File: src/rtl/spi_param_reg_bank_if.sv
// SPI pins between a host and the register bank.
// The host drives sclk and serial_in; the bank drives serial_out.
interface spi_param_reg_bank_if;
    logic sclk;
    logic serial_in;
    logic serial_out;

    modport master (
        output sclk,
        output serial_in,
        input  serial_out
    );

    modport slave (
        input  sclk,
        input  serial_in,
        output serial_out
    );
endinterface

File: src/rtl/spi_param_reg_bank.sv
// Oversampled SPI slave register bank: address then auto-incrementing
// full-duplex words, frame closed by an sclk idle timeout.
module spi_param_reg_bank #(
    parameter int                  NUM_REGS     = 8,
    parameter int                  DATA_W       = 8,
    parameter int                  ADDR_W       = 8,
    parameter logic [NUM_REGS-1:0] WR_MASK      = 8'hFF,
    parameter int                  IDLE_TIMEOUT = 64,
    parameter int                  SYNC_STAGES  = 2
) (
    input  logic                       iclk,
    input  logic                       rst,
    spi_param_reg_bank_if.slave        spi,
    input  logic [NUM_REGS*DATA_W-1:0] ro_data,
    output logic [NUM_REGS*DATA_W-1:0] regs_out,
    output logic                       wr_strobe,
    output logic [ADDR_W-1:0]          wr_addr,
    output logic                       frame_active
);

    localparam int MAX_W  = (ADDR_W > DATA_W) ? ADDR_W : DATA_W;
    localparam int CNT_W  = $clog2(MAX_W + 1);
    localparam int IDLE_W = $clog2(IDLE_TIMEOUT + 1);

    localparam logic [1:0] IDLE = 2'd0;
    localparam logic [1:0] ADDR = 2'd1;
    localparam logic [1:0] DATA = 2'd2;

    logic [SYNC_STAGES-1:0] sclk_sync;
    logic [SYNC_STAGES-1:0] si_sync;
    logic                   sclk_d;
    logic                   sclk_s;
    logic                   bit_s;
    logic                   rise;
    logic                   fall;

    logic [1:0]        state, state_n;
    logic [CNT_W-1:0]  bit_cnt, bit_n;
    logic [IDLE_W-1:0] idle_cnt, idle_n;
    logic [ADDR_W-1:0] addr_sh, ash_n;
    logic [ADDR_W-1:0] addr_q, addr_n;
    logic [DATA_W-1:0] rx_sh, rx_n;
    logic [DATA_W-1:0] tx_sh, tx_n;
    logic              so_q;

    logic [ADDR_W-1:0] addr_full;
    logic [DATA_W-1:0] rx_full;
    logic [ADDR_W-1:0] rd_addr;
    logic [DATA_W-1:0] rd_val;
    logic              wr_ok;
    logic              wr_en;
    logic [DATA_W-1:0] wr_d;

    logic [DATA_W-1:0] regs [NUM_REGS];

    assign sclk_s    = sclk_sync[SYNC_STAGES-1];
    assign bit_s     = si_sync[SYNC_STAGES-1];
    assign rise      = sclk_s & ~sclk_d;
    assign fall      = ~sclk_s & sclk_d;
    assign addr_full = {bit_s, addr_sh[ADDR_W-1:1]};
    assign rx_full   = {bit_s, rx_sh[DATA_W-1:1]};
    assign rd_addr   = (state == DATA) ? addr_q + 1'b1 : addr_full;

    assign spi.serial_out = so_q;
    assign frame_active   = (state != IDLE);

    // Read-only slots show 0; writable slots show the stored value.
    genvar g;
    generate
        for (g = 0; g < NUM_REGS; g++) begin : g_out
            assign regs_out[g*DATA_W +: DATA_W] =
                WR_MASK[g] ? regs[g] : '0;
        end
    endgenerate

    // Read mux: out of range reads 0, RO slots come from ro_data.
    always_comb begin
        rd_val = '0;
        for (int i = 0; i < NUM_REGS; i++) begin
            if (32'(rd_addr) == i) begin
                rd_val = WR_MASK[i] ? regs[i]
                                    : ro_data[i*DATA_W +: DATA_W];
            end
        end
    end

    // A write lands only on an in-range, writable register.
    always_comb begin
        wr_ok = 1'b0;
        for (int i = 0; i < NUM_REGS; i++) begin
            if (32'(addr_q) == i && WR_MASK[i]) wr_ok = 1'b1;
        end
    end

    // Frame FSM next-state, shifters and idle timeout.
    always_comb begin
        state_n = state;
        bit_n   = bit_cnt;
        idle_n  = idle_cnt;
        ash_n   = addr_sh;
        addr_n  = addr_q;
        rx_n    = rx_sh;
        tx_n    = tx_sh;
        wr_en   = 1'b0;
        wr_d    = rx_full;
        unique case (state)
            IDLE: begin
                idle_n = '0;
                if (rise) begin
                    ash_n   = addr_full;
                    bit_n   = CNT_W'(1);
                    tx_n    = '0;
                    state_n = ADDR;
                end
            end
            ADDR: begin
                if (rise) begin
                    ash_n = addr_full;
                    if (bit_cnt == CNT_W'(ADDR_W - 1)) begin
                        addr_n  = addr_full;
                        bit_n   = '0;
                        tx_n    = rd_val;
                        state_n = DATA;
                    end else begin
                        bit_n = bit_cnt + CNT_W'(1);
                    end
                end
            end
            DATA: begin
                if (rise) begin
                    rx_n = rx_full;
                    tx_n = tx_sh >> 1;
                    if (bit_cnt == CNT_W'(DATA_W - 1)) begin
                        wr_en  = wr_ok;
                        addr_n = addr_q + 1'b1;
                        tx_n   = rd_val;
                        bit_n  = '0;
                    end else begin
                        bit_n = bit_cnt + CNT_W'(1);
                    end
                end
            end
            default: state_n = IDLE;
        endcase
        // An edge on the timeout cycle keeps the frame alive.
        if (state != IDLE) begin
            if (rise || fall) begin
                idle_n = '0;
            end else if (idle_cnt == IDLE_W'(IDLE_TIMEOUT - 1)) begin
                idle_n  = '0;
                bit_n   = '0;
                state_n = IDLE;
            end else begin
                idle_n = idle_cnt + IDLE_W'(1);
            end
        end
    end

    // State, synchronizers, registers and outputs.
    always_ff @(posedge iclk) begin
        if (rst) begin
            sclk_sync <= '0;
            si_sync   <= '0;
            sclk_d    <= 1'b0;
            state     <= IDLE;
            bit_cnt   <= '0;
            idle_cnt  <= '0;
            addr_sh   <= '0;
            addr_q    <= '0;
            rx_sh     <= '0;
            tx_sh     <= '0;
            so_q      <= 1'b0;
            wr_strobe <= 1'b0;
            wr_addr   <= '0;
            for (int i = 0; i < NUM_REGS; i++) regs[i] <= '0;
        end else begin
            sclk_sync <= {sclk_sync[SYNC_STAGES-2:0], spi.sclk};
            si_sync   <= {si_sync[SYNC_STAGES-2:0], spi.serial_in};
            sclk_d    <= sclk_s;
            state     <= state_n;
            bit_cnt   <= bit_n;
            idle_cnt  <= idle_n;
            addr_sh   <= ash_n;
            addr_q    <= addr_n;
            rx_sh     <= rx_n;
            tx_sh     <= tx_n;
            so_q      <= (state_n != IDLE) & tx_n[0];
            wr_strobe <= wr_en;
            if (wr_en) wr_addr <= addr_q;
            for (int i = 0; i < NUM_REGS; i++) begin
                if (wr_en && 32'(addr_q) == i && WR_MASK[i])
                    regs[i] <= wr_d;
            end
        end
    end

endmodule

File: src/flat_wrapper.sv
// flat-port wrapper written by rule: the top's interface ports become plain ports
module spi_param_reg_bank_flat 
#(
    parameter int                  NUM_REGS     = 8,
    parameter int                  DATA_W       = 8,
    parameter int                  ADDR_W       = 8,
    parameter logic [NUM_REGS-1:0] WR_MASK      = 8'hFF,
    parameter int                  IDLE_TIMEOUT = 64,
    parameter int                  SYNC_STAGES  = 2
)
  (iclk, rst, ro_data, regs_out, wr_strobe, wr_addr, frame_active, spi_sclk, spi_serial_in, spi_serial_out);
  spi_param_reg_bank_if spi_i ();
  input  logic iclk;
  input  logic rst;
  input  logic [NUM_REGS*DATA_W-1:0] ro_data;
  output logic [NUM_REGS*DATA_W-1:0] regs_out;
  output logic wr_strobe;
  output logic [ADDR_W-1:0] wr_addr;
  output logic frame_active;
  input wire logic [$bits(spi_i.sclk)-1:0] spi_sclk;
  input wire logic [$bits(spi_i.serial_in)-1:0] spi_serial_in;
  output wire logic [$bits(spi_i.serial_out)-1:0] spi_serial_out;
  assign spi_i.sclk = spi_sclk;
  assign spi_i.serial_in = spi_serial_in;
  assign spi_serial_out = spi_i.serial_out;
  spi_param_reg_bank #(.NUM_REGS(NUM_REGS), .DATA_W(DATA_W), .ADDR_W(ADDR_W), .WR_MASK(WR_MASK), .IDLE_TIMEOUT(IDLE_TIMEOUT), .SYNC_STAGES(SYNC_STAGES)) u_core (.iclk(iclk), .rst(rst), .spi(spi_i), .ro_data(ro_data), .regs_out(regs_out), .wr_strobe(wr_strobe), .wr_addr(wr_addr), .frame_active(frame_active));
endmodule
File: config.mk
export PLATFORM = sky130hd
export DESIGN_NAME = spi_param_reg_bank_flat
export DESIGN_NICKNAME = d
export VERILOG_FILES = /design/src/rtl/spi_param_reg_bank_if.sv /design/src/rtl/spi_param_reg_bank.sv /design/src/flat_wrapper.sv
export SDC_FILE = /design/constraint.sdc
export NUM_CORES = 1
export LEC_CHECK = 0
export BUFFER_PORTS_ARGS = -buffer_cell sky130_fd_sc_hd__clkbuf_2
export CELL_PAD_IN_SITES_DETAIL_PLACEMENT = 0
export CELL_PAD_IN_SITES_GLOBAL_PLACEMENT = 1
export CORE_ASPECT_RATIO = 1.75
export CORE_MARGIN = 1.5
export CORE_UTILIZATION = 40
export CTS_CLUSTER_DIAMETER = 60
export DETAILED_ROUTE_END_ITERATION = 12
export GPL_ROUTABILITY_DRIVEN = 0
export PLACE_DENSITY_LB_ADDON = 0.1
export SYNTH_ARGS = -nofsm -noshare
export SYNTH_HDL_FRONTEND = slang
export SYNTH_SLANG_ARGS = --single-unit
File: constraint.sdc
create_clock -name iclk -period 3.1 [get_ports iclk]
set_input_delay 0.155 -clock iclk [delete_from_list [all_inputs] [get_ports iclk]]
set_output_delay 0.155 -clock iclk [all_outputs]
set_load 0.02 [all_outputs]
## After elaboration in Yosys (flattened, before gate mapping)

Memory sizes are Yosys's and may differ from the RTL's.
Index checks and enable logic that the tools add are counted.

| storage, ports and cells | value |
|---|---|
| word-level logic and storage cells | 160 |
| memories | 1 |
| latch bits | 0 |
| register bits after elaboration | 60 |
| output and inout port bits | 75 |
| bits in read-only memories | 0 |
| bits in writable memories | 64 |

| operators by class | value |
|---|---|
| $add $sub $neg | 3 |
| equal/unequal tests | 23 |
| $lt $le $gt $ge | 0 |
| shifts and indexed selects | 0 |
| reductions and logical operators | 23 |
| muxes and demuxes | 83 |
| bitwise gates (word level) | 13 |
| divide/modulo/power cells | 0 |
| multiply operators | 0 |

Memory list:

| memory | depth | bits a word | read ports | clocked after memory_dff | wr ports | line | text |
|---|---|---|---|---|---|---|---|
| u_core.regs | 8 | 8 | 8 | 0 | 8 | spi_param_reg_bank.sv:54 | `logic [DATA_W-1:0] regs [NUM_REGS];` |

Operators by type and width:

| operator | number |
|---|---|
| 2-to-1 mux 8 bit | 26 |
| equality test 8 x 3 -> 1 bit (second input constant) | 8 |
| 2-to-1 mux 1 bit | 37 |
| equality test 8 x 2 -> 1 bit (second input constant) | 4 |
| 2-to-1 mux 7 bit | 4 |
| 2-to-1 mux 4 bit | 6 |
| case mux 8 bit (3 select lines) | 1 |
| equality test 8 x 1 -> 1 bit (second input constant) | 2 |
| logical NOT 8 bit | 2 |
| case mux 8 bit (2 select lines) | 1 |
| 2-to-1 mux 2 bit | 6 |
| AND reduction 5 bit | 2 |
| adder 8 x 1 -> 8 bit (second input constant) | 1 |
| logical AND 1 bit | 8 |
| != test 2 x 1 -> 1 bit (second input constant) | 4 |
| bitwise OR 1 bit | 8 |
| case mux 4 bit (2 select lines) | 1 |
| nonzero test 2 bit | 4 |
| adder 7 x 1 -> 7 bit (second input constant) | 1 |
| equality test 7 x 6 -> 1 bit (second input constant) | 1 |
| case mux 2 bit (3 select lines) | 1 |
| adder 4 x 1 -> 4 bit (second input constant) | 1 |
| equality test 4 x 3 -> 1 bit (second input constant) | 1 |
| AND reduction 2 bit | 2 |
| other kinds (9) | 13 |

## Logic depth before layout (Yosys ltp)

| depth | value |
|---|---|
| depth in word-level cells | 17 |
| gate-level depth with buffers | 11 |

## Worst setup path after synthesis

OpenSTA, ideal clock, no wires.

| timing | value |
|---|---|
| path kind | register -> register |
| from | register u_core.addr_q[0] |
| to | register u_core.tx_sh[4] |
| cell stages (with the launch flop) | 9 |
| data arrival time | 2176 ps |
| setup time | 86 ps |
| required time | 3014 ps |
| period minus slack after synthesis | 2262 ps |
| slack | 838 ps |
| cells stage by stage | dfxtp_1 buf_2 inv_1 ha_1 mux2_4 nor3_2 a22oi_1 a2111o_1 a221oi_2 |

| on the way | value |
|---|---|
| word-level cells in the longest chain between the ends | 14 |
| elaborated cells between the ends (all ways) | 23 |
| classes of those cells | 1 x add/sub; 7 x eq/ne; 14 x mux; 1 x reduce/logical |

Ends and longest elaborated chain:

| item | line | text |
|---|---|---|
| start, declared | spi_param_reg_bank.sv:41 | `logic [ADDR_W-1:0] addr_q, addr_n;` |
| start signal, assigned | spi_param_reg_bank.sv:184 | `addr_q <= addr_n;` |
| adder 8 x 1 -> 8 bit * | spi_param_reg_bank.sv:62 | `assign rd_addr = (state == DATA) ? addr_q + 1'b1 : addr_full;` |
| 2-to-1 mux 8 bit * | spi_param_reg_bank.sv:62 |  |
| logical NOT 8 bit | spi_param_reg_bank.sv:80 | `if (32'(rd_addr) == i) begin` |
| 2-to-1 mux 8 bit (7 in a row) | spi_param_reg_bank.sv:80 |  |
| 2-to-1 mux 8 bit * | spi_param_reg_bank.sv:80 |  |
| 2-to-1 mux 8 bit (on tied branches) | spi_param_reg_bank.sv:133, spi_param_reg_bank.sv:119 |  |
| 2-to-1 mux 8 bit (on tied branches) | spi_param_reg_bank.sv:130, spi_param_reg_bank.sv:117 |  |
| case mux 8 bit (3 select lines) * | spi_param_reg_bank.sv:106 | `unique case (state)` |
| end signal, assigned | spi_param_reg_bank.sv:186 | `tx_sh <= tx_n;` |
| end, declared | spi_param_reg_bank.sv:43 | `logic [DATA_W-1:0] tx_sh, tx_n;` |

Every way passes the cells marked *; elsewhere a longest branch is shown, timed or not. The select of a mux whose other input is x is not followed.
A chain may end at the register's enable or synchronous reset.

## Worst setup path in the final report

| timing | value |
|---|---|
| from | register u_core.addr_q[0] |
| to | register u_core.tx_sh[2] |

The elaborated chain is that of the path after synthesis.

==> impl_metrics.ini <==
[hold_path]
min-delay-path-class = input port to flop

[sta]
unrepaired_setup_endpoints_after_global_routing = false
worst_hold_margin_ns = 0.235
postLayoutSetupSlackWorst_ns = 0.302
final-max-slew-violation-count = 0
relSlewSlack = 0.389
fin_crit_ns = 2.80
setup_violations = 0
max_freq_mhz = 357
tightest_slew_ns = 0.911
hold_viol = 0
clock-skew-final_ns = 0.00992
tns_ns = 0
timing.final.crit_share = 0.903

[pwr]
switching_power_as_a_share_of_total_power = 0.251
p_switching_mw = 0.981
power.share.clock = 0.495
cellLeakagePower_nw = 2.70
power.total_mw = 3.91
power_density_nw_per_um2 = 569
power.share.combinational = 0.051
internal_pwr_total_mw = 2.93
power_frac_seq = 0.453
vdd_ir_drop_max_uv = 358

[finish]
multi_input_comb_area_um2 = 2340
nets = 746
area_growth_from_synthesis_to_layout_pct = 21.4
antenna-diode-count = 0
proportion_of_layout_cells_with_a_drive_suffix_above_1 = 0.222
layout.area.seq_um2 = 3080
layout.filler_cells = 1358

[run]
count_of_max_cap_constraint_violations = 0

[synth]
main_combinational_cell_family_by_area_after_synthesis = simple AND/OR/NAND/NOR gates
area_of_the_mapped_netlist_um2 = 5670
synth_cell_type_count = 66
synth_area_in_xor_xnor = 0.0150
synth_top_cell_by_area = sky130_fd_sc_hd__edfxtp_1
avgSynthCellArea_um2 = 9.80
synthSimpleGateAreaFrac = 0.190
ys_seq_elements = 122
synth-compound-area-share = 0.145
ys_async_sr_fraction = 0
yosys-top-cells-area = sky130_fd_sc_hd__edfxtp_1 (34%), sky130_fd_sc_hd__dfxtp_1 (20%), sky130_fd_sc_hd__nor2_1 (6.8%), sky130_fd_sc_hd__nand2_1 (4.2%), sky130_fd_sc_hd__a21oi_1 (3.3%)
synth_edf_count = 64
portion_of_netlist_area_occupied_by_mux_cells = 0.0364
primary_flip_flop_cell_chosen_by_synthesis_mapping = sky130_fd_sc_hd__edfxtp_1
syn-instance-count = 578
mappedNetlistNets = 658
yosysTopAreaCellShare = 0.339
synthAdderAreaFrac = 0.0265
ys_seq_area_frac = 0.544
ys.warnings.count = 0

[die]
floorplan.rows = 57
fp.dieArea_um2 = 14900
die_x_um = 93.0
io_pins = 143
die_h_um = 160
core_area_um2 = 13800
floorplan.initialDensity = 0.409

[setup_path]
cp-end-kind = flop
critical-path-slowest-cell = sky130_fd_sc_hd__a21oi_1
timing_worst_setup_path_type = flop to flop
timing.critical_path.from_type = flop
critical_path_required_ns = 3.46
max_stage_delay_ns = 0.66
worstPathMaxFanout = 11
crit_chain = ha_1 -> xnor2_2 -> a21oi_1 -> nand2_1 -> a32o_1 -> o311ai_0 -> and3_1
cp.arrival_ns = 3.16

[detailed_routing]
drt_iter0_drc = 216
detailedRoute.firstPassIterationCount = 5
detail_route.wirelength_um = 16800
drt_drc_violations_left = 0
detail-route-antenna-nets = 0
viasPerCell = 5.42
total_number_of_vias = 4636
wire_per_inst_um = 19.6

[place]
place_ws_ns = 0.293
final_hpwl_dp_um = 12600
io_buffers = 78

[cts]
max_root_sink_buffers = 2
cts_made_buffers = 17
root_buffer = sky130_fd_sc_hd__clkbuf_16
worst_skew_pair.late_latency_ns = 0.42
cts.clk_slew.worst_paths_ns = 0.06
tritoncts = done
cts.sinks = 122
cts_setup_buffers = 0
htree_levels = 4

[global_route]
grt_start_max_net_pins = 41
grt_pass1_vias = 4725
global_route_wire_length_before_repair_um = 26200
grtUsageTotal = 0.237
antenna_violations_before_repair = 0
grt.overflow.total = 0

[run_status]
outcome = finished clean
area by class of cell:
class | count | area share
Inverter | 27 | 0.0147
Multi-Input combinational cell | 402 | 0.340
Clock inverter | 15 | 0.0222
Timing Repair Buffer | 96 | 0.0807
Tap cell | 177 | 0.0322
Sequential cell | 122 | 0.448
Clock buffer | 17 | 0.0618
layer usage:
| layer | vias to the layer above | share of wire | GRT usage |
|---|---|---|---|
| met4 | 0 | 0.029 | 0.105 |
| li1 | 2240 | - | - |
| met2 | 99 | 0.56 | 0.440 |
| met1 | 2273 | 0.38 | 0.257 |
| met3 | 24 | 0.034 | 0.0384 |
| met5 | - | 0 | 0 |
Yosys cell counts (5+ instances only):
cell type / count
sky130_fd_sc_hd__a211oi_1: 8
sky130_fd_sc_hd__o21ai_0: 23
sky130_fd_sc_hd__nor2b_1: 9
sky130_fd_sc_hd__a21o_1: 5
sky130_fd_sc_hd__nor2_1: 103
sky130_fd_sc_hd__inv_1: 26
sky130_fd_sc_hd__mux2i_1: 11
sky130_fd_sc_hd__mux2_2: 6
sky130_fd_sc_hd__a31oi_1: 5
sky130_fd_sc_hd__ha_1: 12
sky130_fd_sc_hd__edfxtp_1: 64
sky130_fd_sc_hd__a22oi_1: 8
sky130_fd_sc_hd__clkbuf_1: 15
sky130_fd_sc_hd__dfxtp_1: 58
sky130_fd_sc_hd__buf_2: 5
sky130_fd_sc_hd__and3_1: 11
sky130_fd_sc_hd__o22ai_1: 8
sky130_fd_sc_hd__nor3_1: 7
sky130_fd_sc_hd__buf_6: 5
sky130_fd_sc_hd__nand2_1: 63
sky130_fd_sc_hd__nand3_1: 19
sky130_fd_sc_hd__a21oi_1: 37
sequential cells by signal (all words and copies together), names as in the netlist, 2 cells and up:
| register | cells |
|---|---|
| u_core.addr_q | 8 |
| u_core.addr_sh | 7 |
| u_core.bit_cnt | 4 |
| u_core.idle_cnt | 7 |
| u_core.regs | 64 |
| u_core.rx_sh | 7 |
| u_core.sclk_sync | 2 |
| u_core.si_sync | 2 |
| u_core.state | 2 |
| u_core.tx_sh | 8 |
| u_core.wr_addr | 8 |
worst paths after layout:
path                                  startpoint                              to  slack, ns  depth (start not counted)
setup / recovery   u_core.addr_q[0]$_SDFFE_PP0P_    u_core.tx_sh[2]$_SDFFE_PP0P_       0.30                          7
hold / removal                               rst        u_core.sclk_d$_SDFF_PP0_       0.24                          3
setup reg to reg   u_core.addr_q[0]$_SDFFE_PP0P_    u_core.tx_sh[2]$_SDFFE_PP0P_       0.30                          7
hold reg to reg   u_core.sclk_sync[0]$_SDFF_PP0_  u_core.sclk_sync[1]$_SDFF_PP0_       0.43                          1
worst max-delay path, delay by kind of cell, from the launching register on:
family,cells,cell delay (ns)
simple gates,2,0.33
flops,1,0.56
fa+ha+maj,1,0.39
xor+xnor,1,0.17
compound gates,3,1.30
timing repair:
item                                    4_1_cts  5_1_grt
resized for setup                             0        2
hold buffers                                  2        0
hold endpoints to repair                      2        0
endpoints found under the setup margin        0        6
kinds of logic (layout without fill, tap and decap cells):
group	Yosys count	in the layout
simple gates	239	239
compound gates	124	124
mux	19	19
xor+xnor	8	8
flops	122	122
buf+inv	54	155
fa+ha+maj	12	12
per-stage QoR:
stage	area [µm²]	util	std cells
after CTS	6880	0.497	856
after floorplan	5670	-	578
final	6880	0.497	856
after global routing	6880	0.497	856
after detailed placement	6280	0.454	822
after global placement	6280	0.454	822
cells in the final DEF (no fill, tap or decap), types with 14 or more instances in the layout:
master and n:
sky130_fd_sc_hd__nor2_1 103, sky130_fd_sc_hd__clkbuf_2 78, sky130_fd_sc_hd__edfxtp_1 64, sky130_fd_sc_hd__nand2_1 61, sky130_fd_sc_hd__dfxtp_1 58, sky130_fd_sc_hd__a21oi_1 37, sky130_fd_sc_hd__inv_1 26, sky130_fd_sc_hd__o21ai_0 23
sky130_fd_sc_hd__nand3_1 19, sky130_fd_sc_hd__clkbuf_16 17, sky130_fd_sc_hd__buf_4 14
power by group through the flow:
stage          combinational [mW]  sequential (mW)  clock, mW
6_report                    0.201             1.77       1.94
5_1_grt                     0.215             1.78       2.04
4_1_cts                     0.202             1.77       1.97
3_5_place_dp                0.199             1.81          0
3_3_place_gp                0.198             1.81          0
2_1_floorplan              0.0762             1.85          0
Power figures use the tool's default switching activity.
